$ cat src/rtl/wisc_pkg.sv
// Shared WISC-SP20 definitions: datapath width, opcode constants used by fetch
// and decode, and the fetch-stage state and PC-select encodings.
package wisc_pkg;

  localparam int unsigned XLEN = 16;

  localparam logic [4:0] OP_HALT = 5'b00000;
  localparam logic [4:0] OP_NOP  = 5'b00001;
  localparam logic [4:0] OP_J    = 5'b00100;
  localparam logic [4:0] OP_JR   = 5'b00101;
  localparam logic [4:0] OP_JAL  = 5'b00110;
  localparam logic [4:0] OP_JALR = 5'b00111;
  localparam logic [4:0] OP_BEQZ = 5'b01100;
  localparam logic [4:0] OP_BNEZ = 5'b01101;
  localparam logic [4:0] OP_BLTZ = 5'b01110;
  localparam logic [4:0] OP_BGEZ = 5'b01111;

  typedef enum logic [1:0] {StReq, StWait, StHold, StHalted} fetch_state_e;

  typedef enum logic [1:0] {PcHold, PcInc, PcLoad} pc_sel_e;

  function automatic logic is_halt(logic [XLEN-1:0] inst);
    return inst[XLEN-1 -: 5] == OP_HALT;
  endfunction

endpackage

$ cat src/rtl/fetch_stage_if.sv
// Fetch-stage bus bundle: instruction-memory port, decode handoff, redirect
// input and status. master = fetch stage, slave = memory/decode environment.
// Optional FETCH_ALIGN_CHK_EN adds the fetch_misalign status flag.
interface fetch_stage_if;

  logic                       imem_req;
  logic [wisc_pkg::XLEN-1:0]  imem_addr;
  logic [wisc_pkg::XLEN-1:0]  imem_rdata;
  logic                       imem_done;
  logic                       dec_valid;
  logic                       dec_ready;
  logic [wisc_pkg::XLEN-1:0]  dec_inst;
  logic [wisc_pkg::XLEN-1:0]  dec_pc;
  logic [wisc_pkg::XLEN-1:0]  dec_pc_inc;
  logic                       redirect_valid;
  logic [wisc_pkg::XLEN-1:0]  redirect_pc;
  logic                       halted;
`ifdef FETCH_ALIGN_CHK_EN
  logic                       fetch_misalign;
`endif

  modport master (
`ifdef FETCH_ALIGN_CHK_EN
    output fetch_misalign,
`endif
    output imem_req, imem_addr, dec_valid, dec_inst, dec_pc, dec_pc_inc, halted,
    input  imem_rdata, imem_done, dec_ready, redirect_valid, redirect_pc
  );

  modport slave (
`ifdef FETCH_ALIGN_CHK_EN
    input  fetch_misalign,
`endif
    input  imem_req, imem_addr, dec_valid, dec_inst, dec_pc, dec_pc_inc, halted,
    output imem_rdata, imem_done, dec_ready, redirect_valid, redirect_pc
  );

endinterface

$ cat src/rtl/fetch_pc_unit.sv
// Program counter for the fetch stage: PC register, next-PC select
// (hold / +PC_INC / redirect target) and the sequential-increment adder.
module fetch_pc_unit
  import wisc_pkg::*;
#(
  parameter logic [XLEN-1:0] RESET_PC = '0,
  parameter int unsigned     PC_INC   = 2
) (
  input  logic            clk,
  input  logic            rst_n,
  input  pc_sel_e         pc_sel_i,
  input  logic [XLEN-1:0] redirect_pc_i,
  output logic [XLEN-1:0] pc_o,
  output logic [XLEN-1:0] pc_inc_o
);

  logic [XLEN-1:0] pc_d, pc_q;

  // Modulo-2^16 add: wraps silently past 16'hFFFE.
  assign pc_inc_o = pc_q + XLEN'(PC_INC);
  assign pc_o     = pc_q;

  // Next-PC select.
  always_comb begin
    pc_d = pc_q;
    case (pc_sel_i)
      PcInc:   pc_d = pc_inc_o;
      PcLoad:  pc_d = redirect_pc_i;
      default: pc_d = pc_q;
    endcase
  end

  // PC register.
  always_ff @(posedge clk or negedge rst_n) begin
    if (!rst_n) begin
      pc_q <= RESET_PC;
    end else begin
      pc_q <= pc_d;
    end
  end

endmodule

$ cat src/rtl/fetch_stage.sv
// WISC-SP20 instruction fetch stage. Issues one outstanding request at a time,
// buffers one instruction for decode, honours redirects and stops on HALT.
// Optional macro FETCH_ALIGN_CHK_EN: odd redirect targets halt fetch and set
// fetch_misalign instead of loading the PC.
module fetch_stage
  import wisc_pkg::*;
#(
  parameter logic [XLEN-1:0] RESET_PC = 16'h0000,
  parameter int unsigned     PC_INC   = 2
) (
  input logic           clk,
  input logic           rst_n,
  fetch_stage_if.master bus
);

  fetch_state_e    state_d, state_q;
  logic            squash_d, squash_q;
  logic            imem_req_d, imem_req_q;
  logic [XLEN-1:0] imem_addr_d, imem_addr_q;
  logic            dec_valid_d, dec_valid_q;
  logic [XLEN-1:0] dec_inst_d, dec_inst_q;
  logic [XLEN-1:0] dec_pc_d, dec_pc_q;
  logic [XLEN-1:0] dec_pc_inc_d, dec_pc_inc_q;
  logic            halted_d, halted_q;
  pc_sel_e         pc_sel;
  logic [XLEN-1:0] pc, pc_inc;

  fetch_pc_unit #(
    .RESET_PC (RESET_PC),
    .PC_INC   (PC_INC)
  ) u_pc (
    .clk           (clk),
    .rst_n         (rst_n),
    .pc_sel_i      (pc_sel),
    .redirect_pc_i (bus.redirect_pc),
    .pc_o          (pc),
    .pc_inc_o      (pc_inc)
  );

`ifdef FETCH_ALIGN_CHK_EN
  logic misalign_d, misalign_q;
`endif

  // Next-state logic; redirect overrides the normal flow in every state.
  always_comb begin
    state_d      = state_q;
    squash_d     = squash_q;
    imem_req_d   = 1'b0;
    imem_addr_d  = imem_addr_q;
    dec_valid_d  = dec_valid_q;
    dec_inst_d   = dec_inst_q;
    dec_pc_d     = dec_pc_q;
    dec_pc_inc_d = dec_pc_inc_q;
    halted_d     = halted_q;
    pc_sel       = PcHold;
`ifdef FETCH_ALIGN_CHK_EN
    misalign_d   = misalign_q;
`endif

    unique case (state_q)
      StReq: begin
        imem_req_d  = 1'b1;
        imem_addr_d = pc;
        state_d     = StWait;
        // The request still goes out; its response gets dropped in WAIT.
        if (bus.redirect_valid) squash_d = 1'b1;
      end
      StWait: begin
        if (bus.imem_done) begin
          if (squash_q || bus.redirect_valid) begin
            squash_d = 1'b0;
            state_d  = StReq;
          end else begin
            dec_valid_d  = 1'b1;
            dec_inst_d   = bus.imem_rdata;
            dec_pc_d     = pc;
            dec_pc_inc_d = pc_inc;
            pc_sel       = PcInc;
            state_d      = StHold;
          end
        end else if (bus.redirect_valid) begin
          squash_d = 1'b1;
        end
      end
      StHold: begin
        if (bus.redirect_valid) begin
          dec_valid_d = 1'b0;
          state_d     = StReq;
        end else if (bus.dec_ready) begin
          dec_valid_d = 1'b0;
          if (is_halt(dec_inst_q)) begin
            halted_d = 1'b1;
            state_d  = StHalted;
          end else begin
            state_d  = StReq;
          end
        end
      end
      StHalted: begin
        if (bus.redirect_valid) begin
          halted_d = 1'b0;
          state_d  = StReq;
        end
      end
    endcase

    if (bus.redirect_valid) pc_sel = PcLoad;

`ifdef FETCH_ALIGN_CHK_EN
    // Odd target: keep the PC, drop everything in flight and stop fetching.
    if (bus.redirect_valid && bus.redirect_pc[0]) begin
      misalign_d  = 1'b1;
      pc_sel      = PcHold;
      state_d     = StHalted;
      halted_d    = 1'b1;
      dec_valid_d = 1'b0;
      squash_d    = 1'b0;
      imem_req_d  = 1'b0;
      imem_addr_d = imem_addr_q;
    end
`endif
  end

  // State and registered outputs.
  always_ff @(posedge clk or negedge rst_n) begin
    if (!rst_n) begin
      state_q      <= StReq;
      squash_q     <= 1'b0;
      imem_req_q   <= 1'b0;
      imem_addr_q  <= '0;
      dec_valid_q  <= 1'b0;
      dec_inst_q   <= '0;
      dec_pc_q     <= '0;
      dec_pc_inc_q <= '0;
      halted_q     <= 1'b0;
    end else begin
      state_q      <= state_d;
      squash_q     <= squash_d;
      imem_req_q   <= imem_req_d;
      imem_addr_q  <= imem_addr_d;
      dec_valid_q  <= dec_valid_d;
      dec_inst_q   <= dec_inst_d;
      dec_pc_q     <= dec_pc_d;
      dec_pc_inc_q <= dec_pc_inc_d;
      halted_q     <= halted_d;
    end
  end

`ifdef FETCH_ALIGN_CHK_EN
  // Sticky misalignment flag, cleared only by reset.
  always_ff @(posedge clk or negedge rst_n) begin
    if (!rst_n) begin
      misalign_q <= 1'b0;
    end else begin
      misalign_q <= misalign_d;
    end
  end

  assign bus.fetch_misalign = misalign_q;
`endif

  assign bus.imem_req   = imem_req_q;
  assign bus.imem_addr  = imem_addr_q;
  assign bus.dec_valid  = dec_valid_q;
  assign bus.dec_inst   = dec_inst_q;
  assign bus.dec_pc     = dec_pc_q;
  assign bus.dec_pc_inc = dec_pc_inc_q;
  assign bus.halted     = halted_q;

endmodule

$ cat src/flat_wrapper.sv
// flat-port wrapper written by rule: the top's interface ports become plain ports
module fetch_stage_flat import wisc_pkg::*;
#(
  parameter logic [XLEN-1:0] RESET_PC = 16'h0000,
  parameter int unsigned     PC_INC   = 2
)
  (clk, rst_n, bus_imem_req, bus_imem_addr, bus_dec_valid, bus_dec_inst, bus_dec_pc, bus_dec_pc_inc, bus_halted, bus_imem_rdata, bus_imem_done, bus_dec_ready, bus_redirect_valid, bus_redirect_pc);
  fetch_stage_if bus_i ();
  input logic clk;
  input logic rst_n;
  output wire logic [$bits(bus_i.imem_req)-1:0] bus_imem_req;
  output wire logic [$bits(bus_i.imem_addr)-1:0] bus_imem_addr;
  output wire logic [$bits(bus_i.dec_valid)-1:0] bus_dec_valid;
  output wire logic [$bits(bus_i.dec_inst)-1:0] bus_dec_inst;
  output wire logic [$bits(bus_i.dec_pc)-1:0] bus_dec_pc;
  output wire logic [$bits(bus_i.dec_pc_inc)-1:0] bus_dec_pc_inc;
  output wire logic [$bits(bus_i.halted)-1:0] bus_halted;
  input wire logic [$bits(bus_i.imem_rdata)-1:0] bus_imem_rdata;
  input wire logic [$bits(bus_i.imem_done)-1:0] bus_imem_done;
  input wire logic [$bits(bus_i.dec_ready)-1:0] bus_dec_ready;
  input wire logic [$bits(bus_i.redirect_valid)-1:0] bus_redirect_valid;
  input wire logic [$bits(bus_i.redirect_pc)-1:0] bus_redirect_pc;
  assign bus_imem_req = bus_i.imem_req;
  assign bus_imem_addr = bus_i.imem_addr;
  assign bus_dec_valid = bus_i.dec_valid;
  assign bus_dec_inst = bus_i.dec_inst;
  assign bus_dec_pc = bus_i.dec_pc;
  assign bus_dec_pc_inc = bus_i.dec_pc_inc;
  assign bus_halted = bus_i.halted;
  assign bus_i.imem_rdata = bus_imem_rdata;
  assign bus_i.imem_done = bus_imem_done;
  assign bus_i.dec_ready = bus_dec_ready;
  assign bus_i.redirect_valid = bus_redirect_valid;
  assign bus_i.redirect_pc = bus_redirect_pc;
  fetch_stage #(.RESET_PC(RESET_PC), .PC_INC(PC_INC)) u_core (.clk(clk), .rst_n(rst_n), .bus(bus_i));
endmodule
$ cat config.mk
export PLATFORM = sky130hd
export DESIGN_NAME = fetch_stage_flat
export DESIGN_NICKNAME = d
export VERILOG_FILES = /design/src/rtl/wisc_pkg.sv /design/src/rtl/fetch_stage_if.sv /design/src/rtl/fetch_pc_unit.sv /design/src/rtl/fetch_stage.sv /design/src/flat_wrapper.sv
export SDC_FILE = /design/constraint.sdc
export NUM_CORES = 1
export LEC_CHECK = 0
export ABC_AREA = 1
export CORE_MARGIN = 3
export CORE_UTILIZATION = 43
export DETAILED_ROUTE_END_ITERATION = 8
export GPL_TIMING_DRIVEN = 0
export PLACE_DENSITY_LB_ADDON = 0.12
export SLEW_MARGIN = 10
export SYNTH_ARGS = -nofsm -noshare
export SYNTH_HDL_FRONTEND = slang
export SYNTH_SLANG_ARGS = --single-unit
$ cat constraint.sdc
create_clock -name clk -period 1.61 [get_ports clk]
set_clock_uncertainty 0.15 [all_clocks]
set_input_delay 0.322 -clock clk [delete_from_list [all_inputs] [get_ports clk]]
set_output_delay 0.322 -clock clk [all_outputs]
set_load 0.02 [all_outputs]
# Word level (Yosys, flattened, before mapping)
# Cells that the tools add are included.
totals:
  out_inout_bits: 67
  inputBits: 37
  elab_cells: 64
  register_bits: 86
op_classes:
  bitwise_logic: 1
  muxes: 27
  n_eq_ne: 13
  n_addsub: 1
  n_reduce_logical: 12
ops:
  columns: ["op", "count"]
  rows:
  - ["case mux 16 bit (2 select lines)", 1]
  - ["2-to-1 mux 2 bit", 9]
  - ["adder 16 x 2 -> 16 bit (second input constant)", 1]
  - ["2-to-1 mux 1 bit", 13]
  - ["!= test 2 bit (second input constant)", 5]
  - ["case mux 2 bit (4 select lines)", 1]
  - ["nonzero test 2 bit", 4]
  - ["equality test 2 bit (second input constant)", 3]
  - ["case mux 1 bit (2 select lines)", 3]
  - ["AND reduction 3 bit", 2]
  - ["zero test 5 bit", 1]
  - ["AND reduction 5 bit", 1]
  - ["equality test 2 x 1 -> 1 bit (second input constant)", 2]
  - ["AND reduction 4 bit", 1]
  - ["!= test 3 x 2 -> 1 bit (second input constant)", 1]
  - ["!= test 3 bit (second input constant)", 1]
  - ["zero test 2 bit", 1]
  - ["!= test 2 x 1 -> 1 bit (second input constant)", 1]
  - ["AND reduction 2 bit", 1]
  - ["logical OR 1 bit", 1]
  - ["NOT 1 bit", 1]

# Longest topological paths before layout
# Gate-level depths: netlist of run 1.
logic_depth:
  depth_word: 7
  mapped_depth: 8
  mapped_depth_nobuf: 7

# Hierarchy
# Synthesis of run 1 repeated with hierarchy kept, for this count alone.
unflattened:
  cells_unflattened: 493
  area_unflattened_um2: 3880.0
modules_own_cells:
  columns: ["mod", "area_per_inst_um2", "cells_per_inst", "seq_area_each_um2", "n_inst"]
  rows:
  - ["fetch_stage", 2733.9, 311, 1751.7, 1]
  - ["fetch_pc_unit", 1146.1, 182, 400.4, 1]

# Least setup slack after synthesis of run 1
# OpenSTA, ideal clock, no wires.
synth_path:
  kind: "register to register"
  from: "reg u_core.u_pc.pc_q[1] (netlist: u_core.u_pc.pc_o[1])"
  to: "reg u_core.dec_pc_inc_q[11] (netlist: u_core.bus.dec_pc_inc[11])"
  required_time_ns: 1.341
  period_less_slack_ns: 1.508
  path_stages_with_launch: 7
  setup_ns: 0.119
  n_path_buf: 0
  path_slack_ns: 0.102
  arrival_ns: 1.239
  cell_sequence: "dfrtp_1 -> ha_1 -> nand3_1 -> nor2_1 -> nand4_1 -> nand3_1 -> nand2_1"
synth_between:
  elab_chain_cells: 1
synth_rtl:
  columns: ["item", "line", "source"]
  rows:
  - ["start, declared", "fetch_pc_unit.sv:17", "logic [XLEN-1:0] pc_d, pc_q;"]
  - ["start signal, assigned", "fetch_pc_unit.sv:38", "pc_q <= pc_d;"]
  - ["adder 16 x 2 -> 16 bit", "fetch_pc_unit.sv:20", "assign pc_inc_o = pc_q + XLEN'(PC_INC);"]
  - ["end signal, assigned", "fetch_stage.sv:144", "dec_pc_inc_q <= dec_pc_inc_d;"]
  - ["end, declared", "fetch_stage.sv:23", "logic [XLEN-1:0] dec_pc_inc_d, dec_pc_inc_q;"]
# No other way between the ends.
# A chain may end at the register's enable or synchronous reset.

# Worst setup path after layout of run 1
layout_path:
  from: "reg u_core.imem_addr_q[15] (netlist: u_core.bus.imem_addr[15])"
  to: "out bus_imem_addr[15]"
layout_rtl:
  columns: ["item", "line", "source"]
  rows:
  - ["start, declared", "fetch_stage.sv:19", "logic [XLEN-1:0] imem_addr_d, imem_addr_q;"]
  - ["start signal, assigned", "fetch_stage.sv:140", "imem_addr_q <= imem_addr_d;"]
  - ["end, declared", "flat_wrapper.sv:12", "output wire logic [$bits(bus_i.imem_addr)-1:0] bus_imem_addr;"]
# No word-level cell between the ends.

==> results.toml, run 1 <==
[logic_synthesis]
seq_area_frac_synth = 0.586
synth_cell_types = 23
synth.ff_latch_count = 85
postSynth.asyncResetShare = 1.00
syn_nets = 471
synth_warnings = 0
synthFlopType = "dfrtp_1"
synth_edf_count = 0
syn_avg_cell_area_um2 = 8.38
synth_area_um2 = 3630
netlist_instances = 433

[power_and_ir_drop]
finalPower_mw = 9.37
total_leakage_power_nw = 2.64
power.density_nw_per_um2 = 1830
ir_drop_mv = 0.990

[global_routing]
busiest_layer = "met2"
grt_first_pass_wirelength_um = 15800
grt_max_degree = 61
grt_pass1_vias = 3205
use_met1 = 0.278
antenna_found_initial = 0
grt_use_met3 = 0.0457
grt_overflow = 0
grt_usage = 0.205
grtUsageMet2 = 0.334

[finish]
num_antenna_cells = 0
multi_input_area_um2 = 1360
regArea_um2 = 2130
nets = 595
syn_to_final_growth_pct = 40.9
fill_cells = 721
stdcell_count = 664
drive_above_1_share = 0.107

[clock_network]
tritoncts = "done"
insertion_delay_ns = 0.36
clkTransAtPathRegs_ns = 0.09
clockBufferDepth = 2
h-tree-depth = 3
cts_buffers = 9
root_buffer = "clkbuf_8"
cts.sinks = 85

[detailed_routing]
ant_nets = 0
wl_per_cell_um = 14.4
via_per_inst = 4.96
drt-initial-drc-count = 172
routed_wl_um = 9590
drcViolationCount = 0
firstDrtPassIters = 4
vias = 3293

[critical_path]
path_cells = "dlygate4sd2_1"
reg2reg_depth = 7
start_kind = "flop"
crit_path_end_kind = "primary output"
rrSetupSlack_ns = 0.08
crit_slowest_cell = "dfrtp_1"
path_max_fanout = 2
cpPeakStageDelay_ns = 0.40
rr_startpoint = "u_core.u_pc.pc_o[1]$_DFFE_PN0P_"
worstPathRequired_ns = 1.14
cp_top_family = "flip-flops"
worst-path-buf-inv = 1
timing.rr.end = "u_core.bus.dec_pc_inc[15]$_DFFE_PN0P_"
worstSetupPathType = "reg2out"
cp.arrival_ns = 1.09

[placement]
dp_hpwl_um = 6990
placedCellCount = 639
io_buffer_count = 103
gp_congestion = 0.860

[floorplanning]
die_area_um2 = 9580
die_y_um = 97.9
num_rows = 32
ios = 104
core_area_um2 = 7970
die_width_um = 97.9
start_util = 0.456

[timing]
min_period_ns = 1.56
hold_viol_final = 0
slew_headroom = 0.679
slew_violations = 0
layout_worst_path_cycle_share = 0.971
finalSetupViolCount = 0
worst_slew_pin_slew_ns = 0.481
fmax_ghz = 0.639

[flow_run]
drv_cap = 0

[min_path]
hold_class = "in2async"

[status]
status = "completed"
cells in the mapped netlist (4+ instances only):
cell / number / area, µm²
a21oi_1: 21 / 105
buf_2: 7 / 35.0
buf_4: 4 / 30.0
clkbuf_1: 4 / 15.0
dfrtp_1: 85 / 2130
inv_1: 34 / 128
nand2_1: 164 / 616
nand3_1: 28 / 140
nand4_1: 5 / 31.3
nor2_1: 38 / 143
nor3_1: 4 / 20.0
o211ai_1: 4 / 30.0
o21ai_0: 23 / 115
logic make-up after synthesis:
family	synth area share
simple gates	0.274
flops	0.586
buf+inv	0.0603
compound gates	0.0710
xor+xnor	0.00483
fa+ha+maj	0.00345
metrics by stage:
stage | worst slack (ns) | hold WS [ns] | utilization | TNS, ns | instance area [µm²]
floorplan | 0.102 | -0.124 | - | 0 | 3630
global placement | -2.96 | 0.313 | 0.601 | -272.27 | 4790
detailed placement | -0.419 | 0.105 | 0.604 | -21.82 | 4810
CTS | -0.00194 | 0.254 | 0.627 | -0.00194 | 5000
global route | -0.00850 | 0.280 | 0.642 | -0.0317 | 5110
finish | 0.0463 | 0.251 | 0.642 | 0 | 5110
layout by cell type (no fill, tap or decap), drive strengths merged, types with 2 or more instances in the layout:
master and instances:
clkinv 2, nand3 29, nand2 164, clkdlybuf4s50 34, inv 37, o211ai 4, nand4 5, dlygate4sd2 63
o21ai 23, nor3 4, nor2 40, clkinvlp 2, xor2 2, dfrtp 85, clkbuf 17, buf 21
a21oi 21, bufinv 2
layout make-up:
cell class                      count  share of cell area
Inverter                           36              0.0264
Multi-Input combinational cell    296               0.265
Clock buffer                        9              0.0242
Buffer                             16              0.0186
Timing Repair Buffer              113               0.205
Tap cell                          102              0.0250
Sequential cell                    85               0.416
Clock inverter                      7              0.0191
where the power goes:
part           switching (mW)  internal (mW)
combinational            2.51           1.57
clock                   0.830          0.882
sequential              0.557           3.03
total                    3.89           5.48
flip-flops by register name (all words and copies together) (netlist names):
register / cells
u_core.bus.dec_inst: 16
u_core.bus.dec_pc_inc: 16
u_core.bus.imem_addr: 16
u_core.u_pc.pc_o: 16
u_core.bus.dec_pc: 15
u_core.state_q: 2
u_core.bus.dec_valid: 1
u_core.bus.halted: 1
u_core.bus.imem_req: 1
u_core.squash_q: 1
metal layers:
metal  routed length [µm]  share of wire
met1                 4300           0.45
met2                 4670           0.49
met3                  508          0.053
met4                  112          0.012
met5                    0              0
how the worst max path moves through the flow:
stage                                                     from                                     to  depth (start not counted)
after floorplan                u_core.u_pc.pc_o[1]$_DFFE_PN0P_  u_core.bus.dec_pc_inc[11]$_DFFE_PN0P_                          6
after global placement                                   rst_n  u_core.bus.dec_pc_inc[11]$_DFFE_PN0P_                          1
after detailed placement                    bus_redirect_valid        u_core.u_pc.pc_o[8]$_DFFE_PN0P_                          6
after CTS                                   bus_redirect_valid  u_core.bus.dec_pc_inc[12]$_DFFE_PN0P_                          6
after global routing           u_core.u_pc.pc_o[1]$_DFFE_PN0P_       u_core.u_pc.pc_o[11]$_DFFE_PN0P_                          7
final                     u_core.bus.imem_addr[15]$_DFFE_PN0P_                      bus_imem_addr[15]                          1
repair_timing:
action / 4_1_cts / 5_1_grt
setup endpoints to repair: 81 / 64
hold endpoints to repair: 25 / 0
gates resized for setup: 77 / 20
hold buffers: 1 / 0
pin swaps: 1 / 3
setup buffers: 1 / 7
No activity file was read; power rests on OpenSTA's default activity.
==> inputs of run 2 (changes only) <==
--- a/config.mk
+++ b/config.mk
@@ -6,6 +6,7 @@
 export NUM_CORES = 1
 export LEC_CHECK = 0
 export ABC_AREA = 1
+export CAP_MARGIN = 0
 export CORE_MARGIN = 3
 export CORE_UTILIZATION = 43
 export DETAILED_ROUTE_END_ITERATION = 8
==> results of run 2 <==
The final DEF is identical to that of run 1; final timing and power are the same.
